**src/rtl/preg_pkg.sv**
```systemverilog
// Shared defaults and slot record for the elastic pipeline-stage register.
package preg_pkg;

    localparam int PREG_DATA_W_DEF = 64;
    localparam int PREG_CTRL_W_DEF = 16;
    localparam int PREG_CNT_W_DEF  = 16;

    typedef struct packed {
        logic                       valid;
        logic [PREG_CTRL_W_DEF-1:0] ctrl;
        logic [PREG_DATA_W_DEF-1:0] data;
    } preg_slot_t;

endpackage

```
**src/rtl/preg_slot.sv**
```systemverilog
// One valid+ctrl+data holding register; clear wins over load, and clear zeroes
// the payload only when FLUSH_CLEAR_DATA is set.
module preg_slot import preg_pkg::*; #(
    parameter int DATA_WIDTH       = PREG_DATA_W_DEF,
    parameter int CTRL_WIDTH       = PREG_CTRL_W_DEF,
    parameter bit FLUSH_CLEAR_DATA = 1'b1
) (
    input  logic                  i_clk,
    input  logic                  i_arst_n,
    input  logic                  i_load,
    input  logic                  i_clear,
    input  logic [CTRL_WIDTH-1:0] i_ctrl,
    input  logic [DATA_WIDTH-1:0] i_data,
    output logic                  o_valid,
    output logic [CTRL_WIDTH-1:0] o_ctrl,
    output logic [DATA_WIDTH-1:0] o_data
);

    logic                  valid_q, valid_d;
    logic [CTRL_WIDTH-1:0] ctrl_q, ctrl_d;
    logic [DATA_WIDTH-1:0] data_q, data_d;

    always_comb begin
        valid_d = valid_q;
        ctrl_d  = ctrl_q;
        data_d  = data_q;
        if (i_clear) begin
            valid_d = 1'b0;
            ctrl_d  = '0;
            if (FLUSH_CLEAR_DATA) begin
                data_d = '0;
            end
        end else if (i_load) begin
            valid_d = 1'b1;
            ctrl_d  = i_ctrl;
            data_d  = i_data;
        end
    end

    always_ff @(posedge i_clk or negedge i_arst_n) begin
        if (!i_arst_n) begin
            valid_q <= 1'b0;
            ctrl_q  <= '0;
            data_q  <= '0;
        end else begin
            valid_q <= valid_d;
            ctrl_q  <= ctrl_d;
            data_q  <= data_d;
        end
    end

    assign o_valid = valid_q;
    assign o_ctrl  = ctrl_q;
    assign o_data  = data_q;

endmodule

```
**src/rtl/preg_stage_elastic.sv**
```systemverilog
// Handshaked pipeline-stage register with stall hold, flush-to-bubble and a
// saturating stall counter. Define PREG_SKID_EN for a second (skid) slot and a registered o_ready.
module preg_stage_elastic import preg_pkg::*; #(
    parameter int DATA_WIDTH       = PREG_DATA_W_DEF,
    parameter int CTRL_WIDTH       = PREG_CTRL_W_DEF,
    parameter bit FLUSH_CLEAR_DATA = 1'b1,
    parameter int CNT_WIDTH        = PREG_CNT_W_DEF
) (
    input  logic                  i_clk,
    input  logic                  i_arst_n,
    input  logic                  i_flush,
    input  logic                  i_stall,
    input  logic                  i_valid,
    output logic                  o_ready,
    input  logic [CTRL_WIDTH-1:0] i_ctrl,
    input  logic [DATA_WIDTH-1:0] i_data,
    output logic                  o_valid,
    input  logic                  i_ready,
    output logic [CTRL_WIDTH-1:0] o_ctrl,
    output logic [DATA_WIDTH-1:0] o_data,
    output logic [CNT_WIDTH-1:0]  o_stall_cnt
);

    logic                  main_valid;
    logic [CTRL_WIDTH-1:0] main_ctrl;
    logic [DATA_WIDTH-1:0] main_data;
    logic                  main_load, main_clear;
    logic [CTRL_WIDTH-1:0] main_ctrl_in;
    logic [DATA_WIDTH-1:0] main_data_in;
    logic                  accept, release_out;
    logic [CNT_WIDTH-1:0]  stall_cnt_q, stall_cnt_d;

    assign release_out = main_valid & i_ready & ~i_stall;
    assign accept      = i_valid & o_ready & ~i_flush;

`ifdef PREG_SKID_EN
    logic                  skid_valid, skid_load, skid_clear;
    logic [CTRL_WIDTH-1:0] skid_ctrl;
    logic [DATA_WIDTH-1:0] skid_data;

    // While the skid is full o_ready is low, so a skid-to-main move never races an accept.
    always_comb begin
        main_load    = (accept & (~main_valid | (release_out & ~skid_valid)))
                     | (release_out & skid_valid);
        main_clear   = i_flush | (release_out & ~skid_valid & ~accept);
        main_ctrl_in = skid_valid ? skid_ctrl : i_ctrl;
        main_data_in = skid_valid ? skid_data : i_data;
        skid_load    = accept & main_valid & ~release_out;
        skid_clear   = i_flush | (release_out & skid_valid);
    end

    preg_slot #(
        .DATA_WIDTH       (DATA_WIDTH),
        .CTRL_WIDTH       (CTRL_WIDTH),
        .FLUSH_CLEAR_DATA (FLUSH_CLEAR_DATA)
    ) u_skid (
        .i_clk    (i_clk),
        .i_arst_n (i_arst_n),
        .i_load   (skid_load),
        .i_clear  (skid_clear),
        .i_ctrl   (i_ctrl),
        .i_data   (i_data),
        .o_valid  (skid_valid),
        .o_ctrl   (skid_ctrl),
        .o_data   (skid_data)
    );

    assign o_ready = ~skid_valid;
`else
    always_comb begin
        main_load    = accept;
        main_clear   = i_flush | (release_out & ~accept);
        main_ctrl_in = i_ctrl;
        main_data_in = i_data;
    end

    assign o_ready = ~main_valid | (i_ready & ~i_stall);
`endif

    preg_slot #(
        .DATA_WIDTH       (DATA_WIDTH),
        .CTRL_WIDTH       (CTRL_WIDTH),
        .FLUSH_CLEAR_DATA (FLUSH_CLEAR_DATA)
    ) u_main (
        .i_clk    (i_clk),
        .i_arst_n (i_arst_n),
        .i_load   (main_load),
        .i_clear  (main_clear),
        .i_ctrl   (main_ctrl_in),
        .i_data   (main_data_in),
        .o_valid  (main_valid),
        .o_ctrl   (main_ctrl),
        .o_data   (main_data)
    );

    // Counts cycles an entry sits on the output unconsumed; only reset clears it.
    always_comb begin
        stall_cnt_d = stall_cnt_q;
        if (main_valid && !release_out && (stall_cnt_q != {CNT_WIDTH{1'b1}})) begin
            stall_cnt_d = stall_cnt_q + 1'b1;
        end
    end

    always_ff @(posedge i_clk or negedge i_arst_n) begin
        if (!i_arst_n) begin
            stall_cnt_q <= '0;
        end else begin
            stall_cnt_q <= stall_cnt_d;
        end
    end

    assign o_valid     = main_valid;
    assign o_ctrl      = main_ctrl;
    assign o_data      = main_data;
    assign o_stall_cnt = stall_cnt_q;

endmodule

```
**config.mk**
```make
export PLATFORM = sky130hd
export DESIGN_NAME = preg_stage_elastic
export DESIGN_NICKNAME = d
export VERILOG_FILES = /design/src/rtl/preg_pkg.sv /design/src/rtl/preg_slot.sv /design/src/rtl/preg_stage_elastic.sv
export SDC_FILE = /design/constraint.sdc
export NUM_CORES = 1
export LEC_CHECK = 0
export CORE_MARGIN = 5
export CORE_UTILIZATION = 42
export DETAILED_ROUTE_END_ITERATION = 10
export PLACE_DENSITY = 0.8
export RECOVER_POWER = 50
export SKIP_CTS_REPAIR_TIMING = 1
export SYNTH_ARGS = -nofsm -noshare
export SYNTH_HDL_FRONTEND = slang
export SYNTH_HIERARCHICAL = 1
export SYNTH_SLANG_ARGS = --single-unit
```
**constraint.sdc**
```tcl
create_clock -name i_clk -period 2.25 [get_ports i_clk]
set_input_delay 0.5625 -clock i_clk [delete_from_list [all_inputs] [get_ports i_clk]]
set_output_delay 0.5625 -clock i_clk [all_outputs]
set_load 0.02 [all_outputs]
```
# After elaboration in Yosys (flattened, before gate mapping)
# Cells that the tools add are included.
# Widths: inputs -> output; s select.
# totals
latch_bits,0
mem_count,0
wordCells,28
ramBits,0
ff_bits,97
mem_bits_ro,0
# op_classes
reduce_logical,4
eq_ne,1
magnitude_cmp,0
shift,0
n_div,0
n_mux,6
n_bitwise,12
n_mul,0
addsub,1
# ops
op,count
$mux 64,2
$mux 16,2
$add 16x1->16 const B,1
$ne 16x16->1 const B,1
$and 1x1->1,6
$not 1->1,4
$logic_and 1x1->1,2
$mux 1,2
$or 1x1->1,2
$reduce_bool 2->1,1
$logic_not 1->1,1

# Logic depth before layout (Yosys ltp)
# Gate-level depths: netlist (run 1).
# depth
ltp_word,9
ltp_mapped,7
mapped_depth_nobuf,5

# By module
# Netlist (run 1), hierarchy kept.
# by_module_without_submodules
module,instances,cells_per_inst,area_each_um2
preg_slot,1,261,3303.2
preg_stage_elastic,1,82,890.9

# Worst setup path before layout (run 1)
# OpenSTA, ideal clock, no wires.
# synth_path
path_kind,input to register
start,input i_stall
end,register u_main.ctrl_q[1] (netlist: u_main/o_ctrl[1])
setup_ns,0.132
path_buffers,2
slack_ns,0.323
t_required_ns,2.118
cell_stages,7
t_arrival_ns,1.795
path_cell_list,nand2b_2 > nand2_1 > and3b_1 > buf_6 > buf_8 > mux2i_1 > nor2_1
# synth_between
elab_chain_len,9
word_cells_on_any_way,11
classes_between,mux: 1; bitwise: 9; reduce/logical: 1
# synth_lines
item,line_no,rtl
from (decl),preg_stage_elastic.sv:12,"input logic i_stall,"
$not 1->1 (*),preg_stage_elastic.sv:77,assign o_ready = ~main_valid | (i_ready & ~i_stall);
$and 1x1->1 (*),preg_stage_elastic.sv:77,
$or 1x1->1 (*),preg_stage_elastic.sv:77,
via o_ready,preg_stage_elastic.sv:14,"output logic o_ready,"
$and 1x1->1 (*) (2 in a row),preg_stage_elastic.sv:34,assign accept = i_valid & o_ready & ~i_flush;
via accept,preg_stage_elastic.sv:30,"logic accept, release_out;"
$not 1->1,preg_stage_elastic.sv:72,main_clear = i_flush | (release_out & ~accept);
$and 1x1->1,preg_stage_elastic.sv:72,
$or 1x1->1,preg_stage_elastic.sv:72,
$mux 16 or $reduce_bool 2->1 (tied branches),--,
to (signal assigned),preg_slot.sv:47,ctrl_q <= ctrl_d;
to (decl),preg_slot.sv:20,"logic [CTRL_WIDTH-1:0] ctrl_q, ctrl_d;"
# The timed path passes the listed nets; every way through them passes the cells marked *.
# A chain may end at the register's enable or synchronous reset.

# Worst setup path after layout (run 1)
# layout_path
start,register u_main.valid_q (netlist: u_main/o_valid)
end,output o_valid
# layout_rtl
item,line_no,rtl
from (decl),preg_slot.sv:19,"logic valid_q, valid_d;"
from (signal assigned),preg_slot.sv:46,valid_q <= valid_d;
to (decl),preg_stage_elastic.sv:17,"output logic o_valid,"
# No word-level cell between the ends.

==> summary by stage, run 1 <==
Logic synthesis
The synthesized area per cell is around 12 um^2. The synthesized area is about 4200 um^2. The post-synthesis cell type count is 37. Counting every net in the synthesized netlist gives 430. In the synthesized netlist the dominant register cell turns out to be dfrtp_1. The number of flops mapped to enable cells by yosys is 0. The share of the yosys chip area belonging to registers is between 50% and 60%. Yosys printed 6 warnings.

Counting every instance in the synthesized netlist gives between 300 and 400. The fraction of synthesis flops using an asynchronous set or reset pin is between 90% and 100%. Counting flops and latches in the post-synthesis netlist gives between 90 and 100.

Critical path
The worst setup path is captured at a primary output. The largest stage delay on the critical path is ~0.67 ns. Among all stages on the critical path, the largest delay is contributed by clkdlybuf4s50_1. For the worst setup path, the data arrival time is 1.55 ns. In this run the critical register-to-register path is launched from o_stall_cnt[0]$_DFFE_PN0P_. STA classifies the critical path startpoint as a flop. The cell family contributing the most delay on the critical path is buffers and inverters.

The critical path ends at o_valid. Measured in cells, the most critical reg-to-reg path has a length of 5. At the worst endpoint, the required time is around 1.7 ns.

Of all nets on the critical path, the largest fanout is 9. The worst register-to-register path has a setup slack of 0.31 ns. The worst register-to-register path ends at o_stall_cnt[1]$_DFFE_PN0P_. The classification of the worst setup path is flop to primary output.

The critical path starts at u_main/o_valid$_DFFE_PN0P_. In this run the number of cells on the critical path is 1. The number of buffers and inverters on the critical path is 1. Walking the worst path, the cells encountered are clkdlybuf4s50_1.

STA
Hold timing on the final database bottoms out at a slack of 0.5143 ns. The final worst setup slack is between 0.1 and 0.15 ns. The max-slew headroom at the worst pin is -2.943%. The number of endpoints with negative hold slack in the final report is 0. Setup repair after global routing left no endpoint under its margin. On the final layout, the worst clock skew is just under 0.009 ns. The upper clock frequency limit is 472.8 MHz. The final-report max-slew violation count is 28. The number of endpoints failing setup at the final stage is 0. The worst path uses a little over nine tenths of the clock period.

The worst path needs ~2.1 ns of the cycle, external delays included. At the pin with the least slew margin, the transition time is around 1.5 ns.

Clocking
The CTS buffer count is 9. The clock latency of the later-clocked register in the worst-skew pair is between 0.3 and 0.4 ns. The clock tree from TritonCTS is built. In this run the number of H-tree levels came out at 3. CTS saw a little under 100 sinks.

The clock edge transition at the registers on the reported setup and hold paths is about 0.08 ns. The maximum root-to-sink buffer count is 2. The cell at the root of the clock tree is clkbuf_8.

Global routing
Global routing used 5.050% of the available met3 tracks. The combined global-route utilization of all metal layers is a little under a fifth. The maximum number of pins on one net before global-route repair is 46. The first global-routing pass estimated between 15 and 20 mm of wire. The total overflow left after global routing is 0. The met1 capacity usage during global routing is between 20% and 30%. The number of antenna violations at the first check in global routing is 0.

After global routing, the most crowded layer is met2. The via count of the first global-routing pass is 3379. The met2 usage in global routing is a little under a third.

Floorplanning
The number of placed I/O pins is between 150 and 200. The die height is about 110 um. The die covers 12080 um^2. Row generation in the floorplan step produced 36 rows.

The horizontal extent of the die is approximately 110 um. The initial core utilization is around 43%. The region available for standard cell placement spans 9774 um^2.

Drt
The count of antenna-violating nets left after detailed routing is 0. The first detailed-routing pass ran for 4 iterations. The final layout contains routed wiring with a total length of approximately 11 mm. The DRC violations left is 0. The via count of the routed design is around 3.2k.

The routed length per instance is around 16 um. The via density per instance is between 4 and 5. The first-iteration detailed-routing DRC count is roughly 110.

Finish
The repair_antennas step left the layout with diodes totalling 0. The net count of the finished layout is 615. Of the cells placed in the final design, the portion with a size suffix greater than 1 is under 10%.

The count of cells in the finished layout, fillers not included, comes to between 600 and 700. The area growth from synthesis to final layout is 51.04%.

Placed design
Routability-driven placement finished with a final weighted congestion of 0.8054. Summed over all nets, the half-perimeter wirelength after detailed placement is between 8 and 9 mm. The count of placed standard cells including taps is 650. In this run the tool buffered the top-level ports with between 150 and 200 buffer cells. Timing analysis after detailed placement gives a worst setup slack of -0.1438 ns.

Flow run
Across the run, the number of max-cap violations was 1.

Power and ir drop
The highest ir drop seen on vdd is between 0.4 and 0.5 mV. The static power due to leakage is approximately 2.9 nW. For this design the ratio of total power to cell area is about 640 nW/um^2.

Outcome
The run finished, with violations left. The checks that failed: capacitance limit, slew limit.

Min path
The worst hold path class is flop to flop.
==> state kept, by name (all words and copies together) (netlist names) <==
name	count
u_main/o_ctrl	16
u_main/o_valid	1
o_stall_cnt	16
u_main/o_data	64
==> report_power, final <==
part	switching (mW)	total (mW)	internal (mW)
Clock	0.587	1.24	0.649
Sequential	0.106	1.96	1.86
Combinational	0.419	0.881	0.461
Total	1.11	4.08	2.97
==> layout by cell type, fill, tap and decap left out, drive strengths merged <==
master	Yosys	final
clkdlybuf4s50	0	149
dfrtp	97	97
nor2	88	88
mux2i	80	80
dlygate4sd3	0	32
clkbuf	5	14
xor2	10	10
nand2	7	7
nor3	6	6
buf	13	6
nand4	6	6
nand3	4	4
o21ai	4	4
and3	3	3
mux2	3	3
and4	2	2
nor3b	2	2
a21oi	2	2
clkinvlp	0	2
bufinv	0	2
nand2b	2	2
and3b	1	1
o21bai	1	1
nor4b	1	1
a31oi	1	1
a311oi	1	1
inv	1	1
a21boi	1	1
nor4	1	1
ha	1	1
clkinv	0	1
dlymetal6s2s	0	1
==> final cells by class <==
class / count / area (um^2)
inverter: 1 / 3.754
multi-input combinational: 227 / 1572
fill: 789 / 3440
clock inverter: 5 / 80.08
sequential: 97 / 2427
clock buffer: 10 / 137.6
tap: 133 / 166.4
timing repair buffer: 192 / 1948
==> Yosys cell counts, drive strengths merged, types with 2 or more instances <==
cell / count / area, um^2
and3: 3 / 18.77
nor2: 88 / 332.8
nand2b: 2 / 15.02
mux2i: 80 / 800.8
and4: 2 / 17.52
buf: 13 / 147.6
nand3: 4 / 37.54
xor2: 10 / 87.58
nand2: 7 / 26.28
nand4: 6 / 58.80
nor3b: 2 / 15.01
dfrtp: 97 / 2427
a21oi: 2 / 10.01
mux2: 3 / 37.53
o21ai: 4 / 20.02
clkbuf: 5 / 20.01
nor3: 6 / 30.03
==> metal layers <==
layer | wire [um] | share of wire, %
met1 | 4450 | 41
met2 | 5344 | 49
met3 | 928 | 8.5
met4 | 180 | 1.7
met5 | 0 | 0
==> cells by family (layout without fill, tap and decap cells) <==
family                     after synthesis  in the layout  share of synthesized area [%]
adders and majority gates                1              1                         0.2983
DFF                                     97             97                          57.88
buffers and inverters                   19            208                          4.087
and+or+nand+nor                        123            123                          14.23
AOI/OAI and AO/OA                       10             10                          1.432
muxes                                   83             83                          19.99
xor gates and xnor gates                10             10                          2.088
==> how the worst min path moves through the flow <==
stage | start | slack [ns] | cells after the start | to
floorplan | i_arst_n | 0.27 | 0 | o_stall_cnt[0]$_DFFE_PN0P_
global placement | o_stall_cnt[6]$_DFFE_PN0P_ | 0.49 | 1 | o_stall_cnt[6]$_DFFE_PN0P_
detailed placement | i_arst_n | 0.51 | 1 | u_main/o_data[24]$_DFFE_PN0P_
CTS | i_arst_n | 0.11 | 1 | u_main/o_data[24]$_DFFE_PN0P_
global route | o_stall_cnt[6]$_DFFE_PN0P_ | 0.54 | 1 | o_stall_cnt[6]$_DFFE_PN0P_
finish | u_main/o_data[61]$_DFFE_PN0P_ | 0.51 | 2 | u_main/o_data[61]$_DFFE_PN0P_
==> through the flow <==
stage,instance area [um^2],power [mW],utilization (%),TNS [ns]
finish,6335,4.077,64.81,0
detailed placement,6167,2.924,63.10,-4.635
floorplan,4194,2.425,-,0
global placement,6167,2.903,63.10,-2.162
global route,6335,4.273,64.81,0
CTS,6385,4.170,65.32,-0.1536
Power figures use the tool's default switching activity.
==> inputs of run 2 (changes only) <==
--- a/config.mk
+++ b/config.mk
@@ -10,6 +10,7 @@
 export DETAILED_ROUTE_END_ITERATION = 10
 export PLACE_DENSITY = 0.8
 export RECOVER_POWER = 50
+export SETUP_SLACK_MARGIN = 0.5
 export SKIP_CTS_REPAIR_TIMING = 1
 export SYNTH_ARGS = -nofsm -noshare
 export SYNTH_HDL_FRONTEND = slang
==> summary by stage, run 2 (same netlist as run 1, synthesis figures left out) <==
Clocking
The number of H-tree levels came to 3 (unchanged). The clock tree from TritonCTS is built (unchanged). The clock edge transition at the registers on the reported setup and hold paths is 0.09 ns (was 0.08 ns).

The maximum root-to-sink buffer count is 2 (unchanged). The number of sinks driven by the clock tree came to 97 (unchanged). The cell at the root of the clock tree is clkbuf_8 (unchanged). The CTS buffer count is 9 (unchanged). The clock latency of the later-clocked register in the worst-skew pair is 0.35 ns (about the same).

Drt
The count of antenna-violating nets left after detailed routing is 0 (unchanged). The via count of the routed design is 3397 (was 3224). The overall routed net length was 12.57 mm (was 10.91 mm).

The met1 layer wirelength in the final routing is 4.978 mm (was 4.450 mm). The uppermost layer routed is met4 (unchanged). The amount of wire on met2 after detailed routing is 6.216 mm (was 5.344 mm). The via density per instance is 5.003 (was 4.848). The detailed-router iteration count before antenna repair is 4 (unchanged). The first-iteration detailed-routing DRC count is 135 (was 112). The amount of wire on met3 after detailed routing is 1.150 mm (was 928 um). The DRC violations left is 0 (unchanged). The routed length per instance is 18.52 um (was 16.40 um).

Min path
The worst hold path class is flop to flop (unchanged).

Critical path
The kind of start point of the critical path is a flop (unchanged). The destination of the critical timing path is o_stall_cnt[1]$_DFFE_PN0P_ (was o_valid). The classification of the worst setup path is flop to flop (was flop to primary output). The required time at the endpoint of the critical path came to 2.50 ns (was 1.69 ns).

The endpoint type of the worst setup path was a flop (was primary output). The critical path data arrival time is 2.14 ns (was 1.55 ns). The largest stage delay on the critical path is 0.42 ns (was 0.67 ns).

The kind of cell with the highest combined delay on the critical path is simple AND/OR/NAND/NOR gates (was buffers and inverters). The cell at the slowest stage of the critical path is dfrtp_1 (was clkdlybuf4s50_1). The critical path buffer and inverter count is 1 (unchanged).

The path depth of the worst reg2reg path is 6 (was 5). Worst-path cell chain: ha_1 -> nand3_1 -> nor4b_4 -> clkbuf_1 -> nor2_2 -> mux2_4 (was clkdlybuf4s50_1). The maximum fanout encountered on the critical timing path is 5 (was 9). The setup slack of the most critical reg-to-reg path is 0.36 ns (was 0.31 ns). The number of cells on the critical path is 6 (was 1).

The launching point of the worst reg2reg path was o_stall_cnt[1]$_DFFE_PN0P_ (was o_stall_cnt[0]$_DFFE_PN0P_). The endpoint of the most critical register-to-register path is o_stall_cnt[1]$_DFFE_PN0P_ (unchanged). The launch point of the critical path is o_stall_cnt[1]$_DFFE_PN0P_ (was u_main/o_valid$_DFFE_PN0P_).

Floorplanning
The number of placement rows is 36 (unchanged). The floorplan die area is 12080 um^2 (unchanged). The number of placed I/O pins is 184 (unchanged). The initial core utilization is 42.91% (unchanged). The placeable core area is 9774 um^2 (unchanged). The horizontal extent of the die is 109.9 um (unchanged). The die height was 109.9 um (unchanged).

Finish
Highest-count cells in the layout ignoring fill and taps: dfrtp_1 (95), nor2_1 (87), clkdlybuf4s50_1 (82) (was clkdlybuf4s50_1 (149), dfrtp_1 (97), nor2_1 (88)). The number of antenna cells inserted is 0 (unchanged). The utilization after layout came to 65.95% (was 64.81%). The design area is 6446 um^2 (was 6335 um^2).

The area growth from synthesis to final layout was 53.70% (was 51.04%). The final-stage net count came to 628 (was 615). The commonest non-fill, non-tap cell in the layout is dfrtp_1 (was clkdlybuf4s50_1).

The fraction of layout instances using a drive strength above 1 came to 8.974% (was 5.827%). The filler cell count came to 818 (was 789). The flip-flop count of the largest register after layout came to 64 (unchanged).

STA
Setup repair after global routing missed its margin: true (was false). The final-report max-slew violation count was 26 (was 28). The number of endpoints failing setup at the final stage is 0 (unchanged). The setup total negative slack was 0 ns (unchanged).

The upper clock frequency limit is 528.5 MHz (was 472.8 MHz). The share of the clock period used by the worst path was 84.09% (was 93.99%). The max-slew headroom at the worst pin was -0.3906% (was -2.943%). The final critical path time including I/O delays and setup is 1.892 ns (was 2.115 ns). The final worst setup slack came to 0.3580 ns (was 0.1351 ns). The setup skew after layout is 0.004148 ns (was 0.008756 ns). The final hold slack is 0.5135 ns (was 0.5143 ns). The number of endpoints with negative hold slack in the final report came to 0 (unchanged). The actual transition at the worst max-transition pin is 1.506 ns (was 1.544 ns).

Global routing
The number of antenna violations at the first check in global routing came to 0 (unchanged). The maximum number of pins on one net before global-route repair is 56 (was 46). The via count of the first global-routing pass is 3386 (was 3379). The combined global-route utilization of all metal layers is 17.89% (was 18.14%). The total global routing overflow is 0 (unchanged). The global-route wire length before repair is 16.75 mm (was 17.03 mm).

Placed design
The pre-CTS worst setup slack is -0.1180 ns (was -0.1438 ns). The placed standard-cell area was 6160 um^2 (was 6167 um^2). The half-perimeter wire length of the detailed placement result is 8.032 mm (was 8.021 mm). The port buffer count is 183 (unchanged).

The last weighted congestion value of the routability-driven placer is 0.7962 (was 0.8054).

Flow run
The total of max-cap violations is 1 (unchanged).

Outcome
Outcome: complete, but fails checks (unchanged). Violations in the final reports: capacitance limit, slew limit (unchanged).

Power and ir drop
The static power due to leakage is 3.724 nW (was 2.874 nW). The power per standard cell area is 618.8 nW/um^2 (was 643.6 nW/um^2). The highest ir drop seen on vdd came to 0.4744 mV (was 0.4600 mV).
[run 2: worst reg2reg max path, cell delays in order, from the launching register on]
cell and delay [ns]:
dfrtp_1 0.42, ha_1 0.25, nand3_1 0.19, nor4b_4 0.25, clkbuf_1 0.30, nor2_2 0.09, mux2_4 0.30
[run 2: where the power goes]
part	internal, mW	leakage (nW)	total (mW)	switching, mW
logic	0.462	2.32	0.912	0.450
registers	1.86	1.31	1.96	0.107
clock network	0.543	0.0974	1.11	0.569
total	2.86	3.72	3.99	1.13
[run 2: worst min-delay path by stage]
stage                                     from                       endpoint  slack [ns]  cells after the start
finish              o_stall_cnt[6]$_DFFE_PN0P_     o_stall_cnt[6]$_DFFE_PN0P_        0.51                      1
global route        o_stall_cnt[6]$_DFFE_PN0P_     o_stall_cnt[6]$_DFFE_PN0P_        0.54                      1
CTS                                   i_arst_n  u_main/o_data[26]$_DFFE_PN0P_        0.10                      1
detailed placement                    i_arst_n  u_main/o_data[35]$_DFFE_PN0P_        0.50                      1
global placement    o_stall_cnt[6]$_DFFE_PN0P_     o_stall_cnt[6]$_DFFE_PN0P_        0.49                      1
floorplan                             i_arst_n     o_stall_cnt[0]$_DFFE_PN0P_        0.27                      0
[run 2: layout make-up]
class,count,area (um^2),area share (%)
Sequential cell,97,2430,37.69
Timing Repair Buffer,205,2048,31.77
Multi-Input combinational cell,227,1609,24.96
Tap cell,133,166.4,2.582
Clock buffer,13,148.9,2.310
Clock inverter,3,40.04,0.6211
Inverter,1,3.754,0.05823
[run 2: through the flow]
stage / instances / power, mW
2_1_floorplan: 343 / 2.428
3_3_place_gp: 649 / 2.899
3_5_place_dp: 649 / 2.923
4_1_cts: 665 / 4.046
5_1_grt: 679 / 4.189
6_report: 679 / 3.989
[run 2: per-layer routing]
metal	vias up	GRT usage, %
li1	1558	-
met1	1694	21.48
met2	127	30.16
met3	18	5.989
met4	0	5.877
met5	-	0
==> inputs of run 3 (changes only) <==
--- a/config.mk
+++ b/config.mk
@@ -6,9 +6,9 @@
 export NUM_CORES = 1
 export LEC_CHECK = 0
 export CORE_MARGIN = 5
-export CORE_UTILIZATION = 42
+export CORE_UTILIZATION = 38
 export DETAILED_ROUTE_END_ITERATION = 10
-export PLACE_DENSITY = 0.8
+export PLACE_DENSITY = 0.76
 export RECOVER_POWER = 50
 export SETUP_SLACK_MARGIN = 0.5
 export SKIP_CTS_REPAIR_TIMING = 1
==> constraint.sdc (replaced) <==
create_clock -name i_clk -period 1.5 [get_ports i_clk]
set_input_delay 0.375 -clock i_clk [delete_from_list [all_inputs] [get_ports i_clk]]
set_output_delay 0.375 -clock i_clk [all_outputs]
set_load 0.02 [all_outputs]
==> summary by stage, run 3 (same netlist as run 1, synthesis figures left out) <==
Drt
The DRC violations left came to 0 (unchanged). The overall routed net length was 13.55 mm (was 12.57 mm). The via density per instance was 4.816 (was 5.003). The via count of the routed design was 3602 (was 3397). The routed length per instance is 18.11 um (was 18.52 um). The first-iteration detailed-routing DRC count is 163 (was 135). The detailed-router iteration count before antenna repair is 4 (unchanged). The count of antenna-violating nets left after detailed routing came to 0 (unchanged).

STA
The actual transition at the worst max-transition pin is 1.261 ns (was 1.506 ns). The final worst setup slack came to -0.07015 ns (was 0.3580 ns). The number of endpoints failing setup at the final stage is 46 (was 0).

Based on the critical path, the design can be clocked at up to about 640 MHz. The max-slew headroom at the worst pin is 15.92% (was -0.3906%). The number of endpoints with negative hold slack in the final report is 0 (unchanged). The setup skew after layout is 0.005357 ns (was 0.004148 ns). The final critical path takes up 104.7% of the cycle. Counting I/O delays and the setup requirement, the final critical path takes roughly 1.6 ns. Setup repair after global routing missed its margin: true (unchanged).

The final-report max-slew violation count is 0 (was 26).

Outcome
Outcome: complete, but fails checks (unchanged). Violations in the final reports: setup timing (was capacitance limit, slew limit).

Floorplanning
The number of placed I/O pins was 184 (unchanged). The initial core utilization was 38.69% (was 42.91%). The floorplan die area is 13240 um^2 (was 12080 um^2). The horizontal extent of the die is 115.1 um (was 109.9 um). The number of placement rows is 38 (was 36). The placeable core area is 10840 um^2 (was 9774 um^2). The die height came to 115.1 um (was 109.9 um).

Flow run
The total of max-cap violations came to 0 (was 1).

Power and ir drop
The power per standard cell area is 868.9 nW/um^2 (was 618.8 nW/um^2). The total chip power came to 6.523 mW (was 3.989 mW). The highest ir drop seen on vdd is 0.8368 mV (was 0.4744 mV). The static power due to leakage is 3.532 nW (was 3.724 nW).

Finish
Highest-count cells in the layout ignoring fill and taps: buf_6 (100), nor2_1 (86), clkdlybuf4s50_1 (82) (was dfrtp_1 (95), nor2_1 (87), clkdlybuf4s50_1 (82)). The flip-flop count of the largest register after layout is 64 (unchanged). The commonest non-fill, non-tap cell in the layout is buf_6 (was dfrtp_1).

The number of antenna cells inserted is 0 (unchanged). The area growth from synthesis to final layout came to 79.00% (was 53.70%). The final-stage net count is 691 (was 628). The utilization after layout is 69.25% (was 65.95%). The fraction of layout instances using a drive strength above 1 is 40.63% (was 8.974%).

Critical path
The endpoint of the most critical register-to-register path was u_main/o_data[20]$_DFFE_PN0P_ (was o_stall_cnt[1]$_DFFE_PN0P_). The largest stage delay on the critical path is 0.41 ns (was 0.42 ns). The kind of start point of the critical path is a primary input (was flop). The endpoint type of the worst setup path was a flop (unchanged). The required time at the endpoint of the critical path was 1.75 ns (was 2.50 ns). The cell at the slowest stage of the critical path is clkdlybuf4s50_1 (was dfrtp_1). The maximum fanout encountered on the critical timing path is 8 (was 5). The critical path data arrival time is 1.82 ns (was 2.14 ns).

The launching point of the worst reg2reg path is u_main/o_valid$_DFFE_PN0P_ (was o_stall_cnt[1]$_DFFE_PN0P_). The setup slack of the most critical reg-to-reg path is -0.06 ns (was 0.36 ns). The classification of the worst setup path is primary input to flop (was flop to flop).

Worst-path cell chain: clkdlybuf4s50_1 -> and3b_4 -> buf_12 -> clkbuf_16 -> mux2i_1 -> nor2_1 (was ha_1 -> nand3_1 -> nor4b_4 -> clkbuf_1 -> nor2_2 -> mux2_4). The path depth of the worst reg2reg path is 6 (unchanged).

Clocking
The clock latency of the later-clocked register in the worst-skew pair is 0.36 ns (was 0.35 ns). The clock tree from TritonCTS is built (unchanged). The number of H-tree levels came to 3 (unchanged). The maximum root-to-sink buffer count is 2 (unchanged). The clock edge transition at the registers on the reported setup and hold paths is 0.09 ns (about the same).

The number of sinks driven by the clock tree was 97 (unchanged). The CTS buffer count was 9 (unchanged). The cell at the root of the clock tree is clkbuf_8 (unchanged).

Global routing
The global-route wire length before repair is 18.01 mm (was 16.75 mm). The via count of the first global-routing pass was 3611 (was 3386). The number of antenna violations at the first check in global routing is 0 (unchanged). The combined global-route utilization of all metal layers is 17.19% (was 17.89%). The maximum number of pins on one net before global-route repair is 98 (was 56). The total global routing overflow was 0 (unchanged).

Min path
The worst hold path class is primary input to async pin (was flop to flop).

Placed design
The pre-CTS worst setup slack is -0.5436 ns (was -0.1180 ns). The port buffer count is 183 (unchanged). The last weighted congestion value of the routability-driven placer was 0.7705 (was 0.7962). The half-perimeter wire length of the detailed placement result was 8.159 mm (was 8.032 mm).
run 3: cell types whose count changed in the layout (fill, tap and decap cells not counted), moves of 7 or more:
cell and delta:
clkbuf_1 -44, buf_4 +51, dfrtp_2 +15, dfrtp_1 -15
dlymetal6s2s_1 -55, buf_6 +96, mux2i_1 -7
run 3: cell type report:
| cell class | instances | area, um^2 |
|---|---|---|
| Clock buffer | 12 | 145.1 |
| Fill cell | 792 | 3333 |
| Timing Repair Buffer | 268 | 2915 |
| Tap cell | 140 | 175.2 |
| Clock inverter | 3 | 42.54 |
| Inverter | 1 | 3.754 |
| Multi-Input combinational cell | 227 | 1777 |
| Sequential cell | 97 | 2449 |
run 3: worst max-delay path: cells and delay by family:
kind | cells | cell delay, ns
buffers and inverters | 3 | 0.78
and+or+nand+nor | 2 | 0.45
muxes | 1 | 0.21
run 3: worst max-delay path by stage:
| stage | from | end | cells past startpoint |
|---|---|---|---|
| after floorplan | o_stall_cnt[1]$_DFFE_PN0P_ | o_stall_cnt[1]$_DFFE_PN0P_ | 5 |
| after global placement | i_ready | o_ready | 4 |
| after detailed placement | i_ready | u_main/o_data[43]$_DFFE_PN0P_ | 7 |
| after CTS | i_ready | o_ready | 4 |
| after global routing | u_main/o_valid$_DFFE_PN0P_ | u_main/o_data[15]$_DFFE_PN0P_ | 6 |
| final | i_flush | u_main/o_data[20]$_DFFE_PN0P_ | 6 |
run 3: metal layers:
layer  share of wire [%]  vias to the layer above  GRT usage (%)
li1                    -                     1685              -
met1                  41                     1763          21.48
met2                  50                      132          29.01
met3                 7.4                       22          4.158
met4                 1.6                        0          6.260
met5                   0                        -              0
run 3: report_power, final:
part | internal, mW | total (mW) | switching [mW]
registers | 2.80 | 2.99 | 0.191
clock network | 0.807 | 1.67 | 0.864
logic | 1.06 | 1.86 | 0.803
total | 4.66 | 6.52 | 1.86
run 3: stage by stage:
step                      hold WS [ns]  TNS, ns  std cells  cell area (um^2)
after floorplan                0.07941   -1.408        343              4255
after global placement          0.4639   -39.65        678              6395
after detailed placement        0.4777   -44.27        678              6395
after CTS                      0.07678   -32.25        693              6583
after global routing            0.4853   -4.541        748              7507
final                           0.3259   -1.199        748              7507
